## config.mk

```make
export PLATFORM = sky130hd
export DESIGN_NAME = vga_timing_gen
export DESIGN_NICKNAME = d
export VERILOG_FILES = /design/src/rtl/vga_timing_pkg.sv /design/src/rtl/vga_axis_counter.sv /design/src/rtl/vga_timing_gen.sv
export SDC_FILE = /design/constraint.sdc
export NUM_CORES = 1
export LEC_CHECK = 0
export ABC_AREA = 1
export BUFFER_PORTS_ARGS = -buffer_cell sky130_fd_sc_hd__buf_2
export CAP_MARGIN = 40
export CORE_MARGIN = 2
export CORE_UTILIZATION = 56
export DETAILED_ROUTE_END_ITERATION = 16
export GPL_TIMING_DRIVEN = 0
export PLACE_DENSITY = 0.82
export SYNTH_ARGS = -nofsm -noshare
export SYNTH_HDL_FRONTEND = slang
export SYNTH_HIERARCHICAL = 1
export SYNTH_SLANG_ARGS = --single-unit
```

## constraint.sdc

```tcl
create_clock -name clk -period 3.2 [get_ports clk]
set_clock_uncertainty 0.1 [all_clocks]
set_input_delay 0.32 -clock clk [delete_from_list [all_inputs] [get_ports clk]]
set_output_delay 0.32 -clock clk [all_outputs]
set_load 0.005 [all_outputs]
```

## src/rtl/vga_timing_pkg.sv

```systemverilog
// VGA timing constants and helpers.
// Shared by the axis counters and the raster generator top.
package vga_timing_pkg;

  localparam int VGA640_H_VISIBLE = 640;
  localparam int VGA640_H_FP      = 16;
  localparam int VGA640_H_SYNC    = 96;
  localparam int VGA640_H_BP      = 48;
  localparam int VGA640_V_VISIBLE = 480;
  localparam int VGA640_V_FP      = 10;
  localparam int VGA640_V_SYNC    = 2;
  localparam int VGA640_V_BP      = 33;

  localparam int VGA800_H_VISIBLE = 800;
  localparam int VGA800_H_FP      = 56;
  localparam int VGA800_H_SYNC    = 120;
  localparam int VGA800_H_BP      = 64;
  localparam int VGA800_V_VISIBLE = 600;
  localparam int VGA800_V_FP      = 37;
  localparam int VGA800_V_SYNC    = 6;
  localparam int VGA800_V_BP      = 23;

  function automatic int vga_total(
    input int vis,
    input int fp,
    input int sync,
    input int bp
  );
    return vis + fp + sync + bp;
  endfunction

endpackage

```

## src/rtl/vga_axis_counter.sv

```systemverilog
// One raster axis: position counter plus next-state decode.
// Instanced once for horizontal, once for vertical.
module vga_axis_counter
  import vga_timing_pkg::*;
#(
  parameter int VISIBLE = 640,
  parameter int FP      = 16,
  parameter int SYNC    = 96,
  parameter int BP      = 48,
  parameter int CW      = 10
) (
  input  logic          clk_i,
  input  logic          rst_ni,
  input  logic          step_i,
  output logic [CW-1:0] cnt_o,
  output logic [CW-1:0] cnt_next_o,
  output logic          wrap_o,
  output logic          sync_next_o,
  output logic          vis_next_o
);

  localparam int TOTAL = vga_total(VISIBLE, FP, SYNC, BP);
  localparam logic [CW-1:0] LAST   = CW'(TOTAL - 1);
  localparam logic [CW-1:0] VIS_N  = CW'(VISIBLE);
  localparam logic [CW-1:0] SYN_LO = CW'(VISIBLE + FP);
  localparam logic [CW-1:0] SYN_HI = CW'(VISIBLE + FP + SYNC - 1);

  logic [CW-1:0] cnt_q, cnt_d;

  // Advance on step, wrapping at the last position of the axis.
  always_comb begin
    cnt_d = cnt_q;
    if (step_i) begin
      cnt_d = (cnt_q == LAST) ? '0 : cnt_q + 1'b1;
    end
  end

  // Position register.
  always_ff @(posedge clk_i) begin
    if (!rst_ni) begin
      cnt_q <= '0;
    end else begin
      cnt_q <= cnt_d;
    end
  end

  assign cnt_o       = cnt_q;
  assign cnt_next_o  = cnt_d;
  assign wrap_o      = step_i && (cnt_q == LAST);
  assign sync_next_o = (cnt_d >= SYN_LO) && (cnt_d <= SYN_HI);
  assign vis_next_o  = (cnt_d < VIS_N);

endmodule

```

## src/rtl/vga_timing_gen.sv

```systemverilog
// Parametrised VGA raster timing generator with pixel divider.
// Optional frame counter: define VGA_TIMING_FRAME_CNT_EN.
module vga_timing_gen
  import vga_timing_pkg::*;
#(
  parameter int   H_VISIBLE = VGA640_H_VISIBLE,
  parameter int   H_FP      = VGA640_H_FP,
  parameter int   H_SYNC    = VGA640_H_SYNC,
  parameter int   H_BP      = VGA640_H_BP,
  parameter int   V_VISIBLE = VGA640_V_VISIBLE,
  parameter int   V_FP      = VGA640_V_FP,
  parameter int   V_SYNC    = VGA640_V_SYNC,
  parameter int   V_BP      = VGA640_V_BP,
  parameter int   DIV       = 4,
  parameter logic HS_POL    = 1'b0,
  parameter logic VS_POL    = 1'b0,
  parameter int   CW        = 10
) (
  input  logic          clk,
  input  logic          reset_n,
  input  logic          en,
  output logic          p_tick,
  output logic [CW-1:0] x,
  output logic [CW-1:0] y,
  output logic          hsync,
  output logic          vsync,
  output logic          video_on,
  output logic          line_start,
  output logic          frame_start
`ifdef VGA_TIMING_FRAME_CNT_EN
  ,
  output logic [15:0]   frame_cnt
`endif
);

  localparam int DW = (DIV > 1) ? $clog2(DIV) : 1;
  localparam logic [DW-1:0] DIV_LAST = DW'(DIV - 1);

  logic [DW-1:0] div_q, div_d;
  logic [CW-1:0] h_nx, v_nx;
  logic          h_wrap, v_wrap;
  logic          h_sync_nx, v_sync_nx;
  logic          h_vis_nx, v_vis_nx;
  logic          hs_q, vs_q, von_q;
  logic          ls_q, fs_q;

  assign p_tick = en && (div_q == DIV_LAST);

  // Pixel divider: counts enabled clocks, restarts after each tick.
  always_comb begin
    div_d = div_q;
    if (en) begin
      div_d = p_tick ? '0 : div_q + 1'b1;
    end
  end

  // Divider register.
  always_ff @(posedge clk) begin
    if (!reset_n) begin
      div_q <= '0;
    end else begin
      div_q <= div_d;
    end
  end

  vga_axis_counter #(
    .VISIBLE (H_VISIBLE),
    .FP      (H_FP),
    .SYNC    (H_SYNC),
    .BP      (H_BP),
    .CW      (CW)
  ) u_h (
    .clk_i       (clk),
    .rst_ni      (reset_n),
    .step_i      (p_tick),
    .cnt_o       (x),
    .cnt_next_o  (h_nx),
    .wrap_o      (h_wrap),
    .sync_next_o (h_sync_nx),
    .vis_next_o  (h_vis_nx)
  );

  vga_axis_counter #(
    .VISIBLE (V_VISIBLE),
    .FP      (V_FP),
    .SYNC    (V_SYNC),
    .BP      (V_BP),
    .CW      (CW)
  ) u_v (
    .clk_i       (clk),
    .rst_ni      (reset_n),
    .step_i      (h_wrap),
    .cnt_o       (y),
    .cnt_next_o  (v_nx),
    .wrap_o      (v_wrap),
    .sync_next_o (v_sync_nx),
    .vis_next_o  (v_vis_nx)
  );

  // Lookahead counts are exported for renderers; unused here.
  logic unused_nx;
  assign unused_nx = ^{h_nx, v_nx};

  // Decode registered from next-state position so it stays aligned with x/y.
  always_ff @(posedge clk) begin
    if (!reset_n) begin
      hs_q  <= ~HS_POL;
      vs_q  <= ~VS_POL;
      von_q <= 1'b1;
      ls_q  <= 1'b0;
      fs_q  <= 1'b0;
    end else if (en) begin
      hs_q  <= h_sync_nx ? HS_POL : ~HS_POL;
      vs_q  <= v_sync_nx ? VS_POL : ~VS_POL;
      von_q <= h_vis_nx && v_vis_nx;
      ls_q  <= h_wrap;
      fs_q  <= v_wrap;
    end else begin
      ls_q  <= 1'b0;
      fs_q  <= 1'b0;
    end
  end

  assign hsync       = hs_q;
  assign vsync       = vs_q;
  assign video_on    = von_q;
  assign line_start  = ls_q;
  assign frame_start = fs_q;

`ifdef VGA_TIMING_FRAME_CNT_EN
  logic [15:0] fc_q;

  // Completed-frame count, bumped alongside frame_start.
  always_ff @(posedge clk) begin
    if (!reset_n) begin
      fc_q <= '0;
    end else if (en && v_wrap) begin
      fc_q <= fc_q + 16'd1;
    end
  end

  assign frame_cnt = fc_q;
`endif

endmodule

```

---- After elaboration in Yosys (flattened, before gate mapping) ----
Index checks and enable logic that the tools add are counted.
word-level totals
  register bits after elaboration ......... 27
  latch bits .............................. 0
  memory bits (writable) .................. 0
  memory bits (read-only) ................. 0
  memories ................................ 0
  input bits .............................. 3
cells by class
  shifts and indexed selects .............. 0
  reductions and logical operators ........ 7
  mux-type cells .......................... 7
  eq/ne operators ......................... 3
  bitwise logic cells ..................... 0
  $mul .................................... 0
  magnitude comparators ................... 6
  add/sub/neg operators ................... 3
  div/mod/pow operators ................... 0
operator list
  operator                                                                            number
  10-bit two-way mux                                                                  4
  10-bit by 1-bit adder with 10-bit output (second input constant)                    2
  10-bit == test (second input constant)                                              2
  10-bit >= comparator (second input constant)                                        1
  10-bit by 9-bit >= comparator with 1-bit output (second input constant)             1
  10-bit less-or-equal comparator (second input constant)                             1
  10-bit by 9-bit less-or-equal comparator with 1-bit output (second input constant)  1
  10-bit less-than comparator (second input constant)                                 1
  10-bit by 9-bit less-than comparator with 1-bit output (second input constant)      1
  1-bit logical AND                                                                   6
  2-bit by 1-bit adder with 2-bit output (second input constant)                      1
  2-bit == test (second input constant)                                               1
  1-bit two-way mux                                                                   2
  2-bit two-way mux                                                                   1
  2-bit AND reduction                                                                 1

---- Logic depth before layout (Yosys ltp) ----
  depth after elaboration ................. 7
  mapped depth ............................ 18
  depth with buffers taken out ............ 18

---- Cells and area by module ----
Netlist, hierarchy kept.
modules (own cells, without submodules)
  module                   instances  area an instance (um2)  cells each
  vga_axis_counter at u_v  1          744.5                   117
  vga_axis_counter at u_h  1          693.2                   105
  vga_timing_gen           1          284.0                   34

---- Least setup slack after synthesis ----
OpenSTA, ideal clock, no wires.
  path kind ............................... register to register
  start ................................... register div_q[0]
  end ..................................... register vs_q, in the netlist vsync
  cell stages (with the launch flop) ...... 19
  period minus slack after synthesis ...... 2351 ps
  setup slack ............................. 849 ps
  arrival time ............................ 2132 ps
  path buffers ............................ 1
  cell sequence ........................... dfxtp_1 -> ha_1 -> nand2_1 -> inv_1 -> nand2_2 -> nor2_4 -> nand4_4 -> inv_1 -> buf_6 -> nand2_4 -> nor2_4 -> xor2_2 -> nand2_2 -> nor2_1 -> nand3_1 -> nor2_2 -> inv_1 -> nand2_1 -> nand3_1
between the ends
  word-level cells in the longest chain between the ends .. 7
RTL lines
  element                                                                                                                               RTL line                RTL
  from (decl)                                                                                                                           vga_timing_gen.sv:39    logic [DW-1:0] div_q, div_d;
  from (signal assigned)                                                                                                                vga_timing_gen.sv:62    div_q <= div_d;
  2-bit == test (*)                                                                                                                     vga_timing_gen.sv:47    assign p_tick = en && (div_q == DIV_LAST);
  1-bit logical AND (*)                                                                                                                 vga_timing_gen.sv:47
  via p_tick                                                                                                                            vga_timing_gen.sv:22    output logic p_tick,
  1-bit logical AND (*)                                                                                                                 vga_axis_counter.sv:49  assign wrap_o = step_i && (cnt_q == LAST);
  via h_wrap                                                                                                                            vga_timing_gen.sv:41    logic h_wrap, v_wrap;
  10-bit two-way mux (*)                                                                                                                vga_axis_counter.sv:33  if (step_i) begin
  10-bit by 9-bit >= comparator with 1-bit output / 10-bit by 9-bit less-or-equal comparator with 1-bit output (equally long branches)  vga_axis_counter.sv:50  assign sync_next_o = (cnt_d >= SYN_LO) && (cnt_d <= SYN_HI);
  1-bit logical AND (*)                                                                                                                 vga_axis_counter.sv:50
  via v_sync_nx                                                                                                                         vga_timing_gen.sv:42    logic h_sync_nx, v_sync_nx;
  1-bit two-way mux (*)                                                                                                                 vga_timing_gen.sv:114   vs_q <= v_sync_nx ? VS_POL : ~VS_POL;
  to (signal assigned)                                                                                                                  vga_timing_gen.sv:108   vs_q <= ~VS_POL;
  to (signal assigned)                                                                                                                  vga_timing_gen.sv:114
  to (decl)                                                                                                                             vga_timing_gen.sv:44    logic hs_q, vs_q, von_q;
Mark *: on every way through the listed nets, which the timed path passes. The rest lies on a longest branch.
A chain may end at the register's enable or synchronous reset.

---- Final worst setup path ----
  start ................................... register div_q[0]
  end ..................................... register vs_q, in the netlist vsync
between the ends
  word-level cells in the longest chain between the ends .. 7
RTL lines
  element                                                                                                                               RTL line
  2-bit == test (*)                                                                                                                     vga_timing_gen.sv:47
  1-bit logical AND (*)                                                                                                                 vga_timing_gen.sv:47
  1-bit logical AND (*)                                                                                                                 vga_axis_counter.sv:49
  via h_wrap                                                                                                                            vga_timing_gen.sv:41
  10-bit two-way mux (*)                                                                                                                vga_axis_counter.sv:33
  10-bit by 9-bit >= comparator with 1-bit output / 10-bit by 9-bit less-or-equal comparator with 1-bit output (equally long branches)  vga_axis_counter.sv:50
  1-bit logical AND (*)                                                                                                                 vga_axis_counter.sv:50
  via v_sync_nx                                                                                                                         vga_timing_gen.sv:42
  1-bit two-way mux (*)                                                                                                                 vga_timing_gen.sv:114
Marked as above.

==> flow_summary.ini <==
[critical_path]
arrival_ns = 2.82
r2r-start = div_q[0]
r2r_slack_ns = 0.50
r2r_cells = 18
reg2reg_to = vsync
startpoint = div_q[0]
cp_num_cells = 18
crit_family = simple AND/OR/NAND/NOR gates
cp_slowest_cell = dfxtp_1
worstPathRequired_ns = 3.32
worst_setup_path_start_kind = flop
cp_num_buf_inv = 4
crit_end = vsync
path_max_fanout = 10
worstSetupEndpointType = flop
slowest_delay_ns = 0.40
critical_path.cell_chain = ha_1 -> nand2_1 -> inv_1 -> nand2_2 -> nor2_4 -> nand4_4 -> inv_1 -> buf_6 -> nand2_4 -> nor2_4 -> xor2_2 -> nand2_2 -> nor2_1 -> nand3_1 -> nor2_2 -> inv_1 -> nand2_1 -> nand3_1
critical_path_class = flop to flop
crit_top_cell = inv_1

[logic_synthesis]
avgSynthCellArea_sq_um = 6.86
synth_nets = 252
ys_warn_count = 6
synth_cells = 245
syn_area_sq_mm = 0.00168

[status]
failed_checks = design-rule violations
status = finished, violations left

[placement]
port_buffers = 27
gp_congestion = 0.847
dp_slack_ns = 0.545
hpwl_mm = 2.58

[detailed_routing]
via_count = 1566
firstDrtPassIters = 10
vias_per_cell = 5.10
drc_errors = 1
wl_per_cell_um = 10.8
drtAntennaViolNets = 0
totalWireLength_mm = 3.31
drt-initial-drc-count = 84

[min_path]
min_path_type = input pin to flop

[clock_tree]
htreeDepth = 1
cts_tree = done
cts_setup_buffers = 0
ctsLongestPathBuffers = 2
numCtsBuffers = 3
ctsResizeCount = 0
insertion_delay_ns = 0.31
path_clk_slew_ns = 0.15
postCtsHoldBufs = 0
clockRootBuffer = clkbuf_4
cts.sinks = 27

[grt]
grt_pass1_wl_mm = 5.79
grt_pass1_vias = 1385
grt_max_degree = 15
grt_usage_pct = 21.1
grt-ovfl-total = 0
antenna_found_initial = 0

[floorplanning]
die_x_um = 58.8
die_h_um = 58.8
start_util_pct = 59.9
core_sq_mm = 0.00281
io_pins = 29
die_area_sq_mm = 0.00346
rows = 19

[sta]
finalCritPeriodShare_pct = 84.3
setup-violations-final = 0
finalHoldViolCount = 0
slew_violations = 0
max_slew_margin_pct = 78.7
tightest_slew_ns = 0.318
fin_crit_ns = 2.70
timing.setup.tns_ns = 0
clock.fmax_mhz = 371
setup_ws_ns = 0.504
rsz0062_at_grt = no

[layout]
layout_commonest_cell = nand2_1
fin_nets = 284
layout_common_cells = nand2_1 (55), inv_1 (37), nor2_1 (34), dfxtp_1 (27), buf_2 (27)
fillCellCount = 269
fin_util_pct = 67.0
drive_above_1_share_pct = 26.4
antennaDiodeCount = 0
syn_to_final_growth_pct = 11.9

[power]
p_leak_nw = 0.921
vdd_drop_max_mv = 0.259
power.density_mw_per_mm2 = 275
p_total_w = 0.000516

[run]
maxCapViolCount = 0
==> how the worst min path moves through the flow <==
stage	slack, ns	end	start	depth (start not counted)
final	0.15	hsync	en	3
after global routing	0.15	vsync	en	3
after CTS	0.15	hsync	en	3
after detailed placement	0.36	video_on	video_on	2
after global placement	0.36	video_on	video_on	2
after floorplan	0.30	video_on	reset_n	1
==> sequential cells by signal, summed over array words and instances, names as in the netlist <==
signal,count
video_on,1
frame_start,1
u_v/cnt_o,10
hsync,1
div_q,2
vsync,1
u_h/cnt_o,10
line_start,1
==> cell type report <==
type	count	area, sq um	share of cell area [%]
plain buffers	2	22.5	1.20
clock buffers	4	26.3	1.40
inverters	43	164	8.72
multi-input cells	173	953	50.7
flip-flops and latches	27	541	28.7
well taps	31	38.8	2.06
repair buffers	27	135	7.19
==> worst min-delay path, delay by kind of cell <==
family                 cells  cell delay [ns]
AND/OR/NAND/NOR            2             0.11
buffers and inverters      1             0.12
==> where the power goes <==
part           internal (W)  total [W]  switching, W
clock network     0.0000487   0.000147     0.0000987
logic            0.00000910  0.0000254     0.0000163
registers          0.000341   0.000343    0.00000280
total              0.000398   0.000516      0.000118
==> layer usage <==
metal | share of wire, % | vias to the layer above | global-route usage [%]
met5 | 0 | - | 0
met2 | 45 | 29 | 34.0
met4 | 0.57 | 0 | 4.87
li1 | - | 820 | -
met1 | 50 | 715 | 30.2
met3 | 4.2 | 2 | 2.64
==> metrics by stage <==
| step | hold slack (ns) | instance area, sq um | std cells |
|---|---|---|---|
| 2_1_floorplan | 0.304 | 1680 | 245 |
| 3_3_place_gp | 0.356 | 1850 | 303 |
| 3_5_place_dp | 0.355 | 1850 | 303 |
| 4_1_cts | 0.152 | 1880 | 307 |
| 5_1_grt | 0.153 | 1880 | 307 |
| 6_report | 0.154 | 1880 | 307 |
No activity file was read; power rests on OpenSTA's default activity.
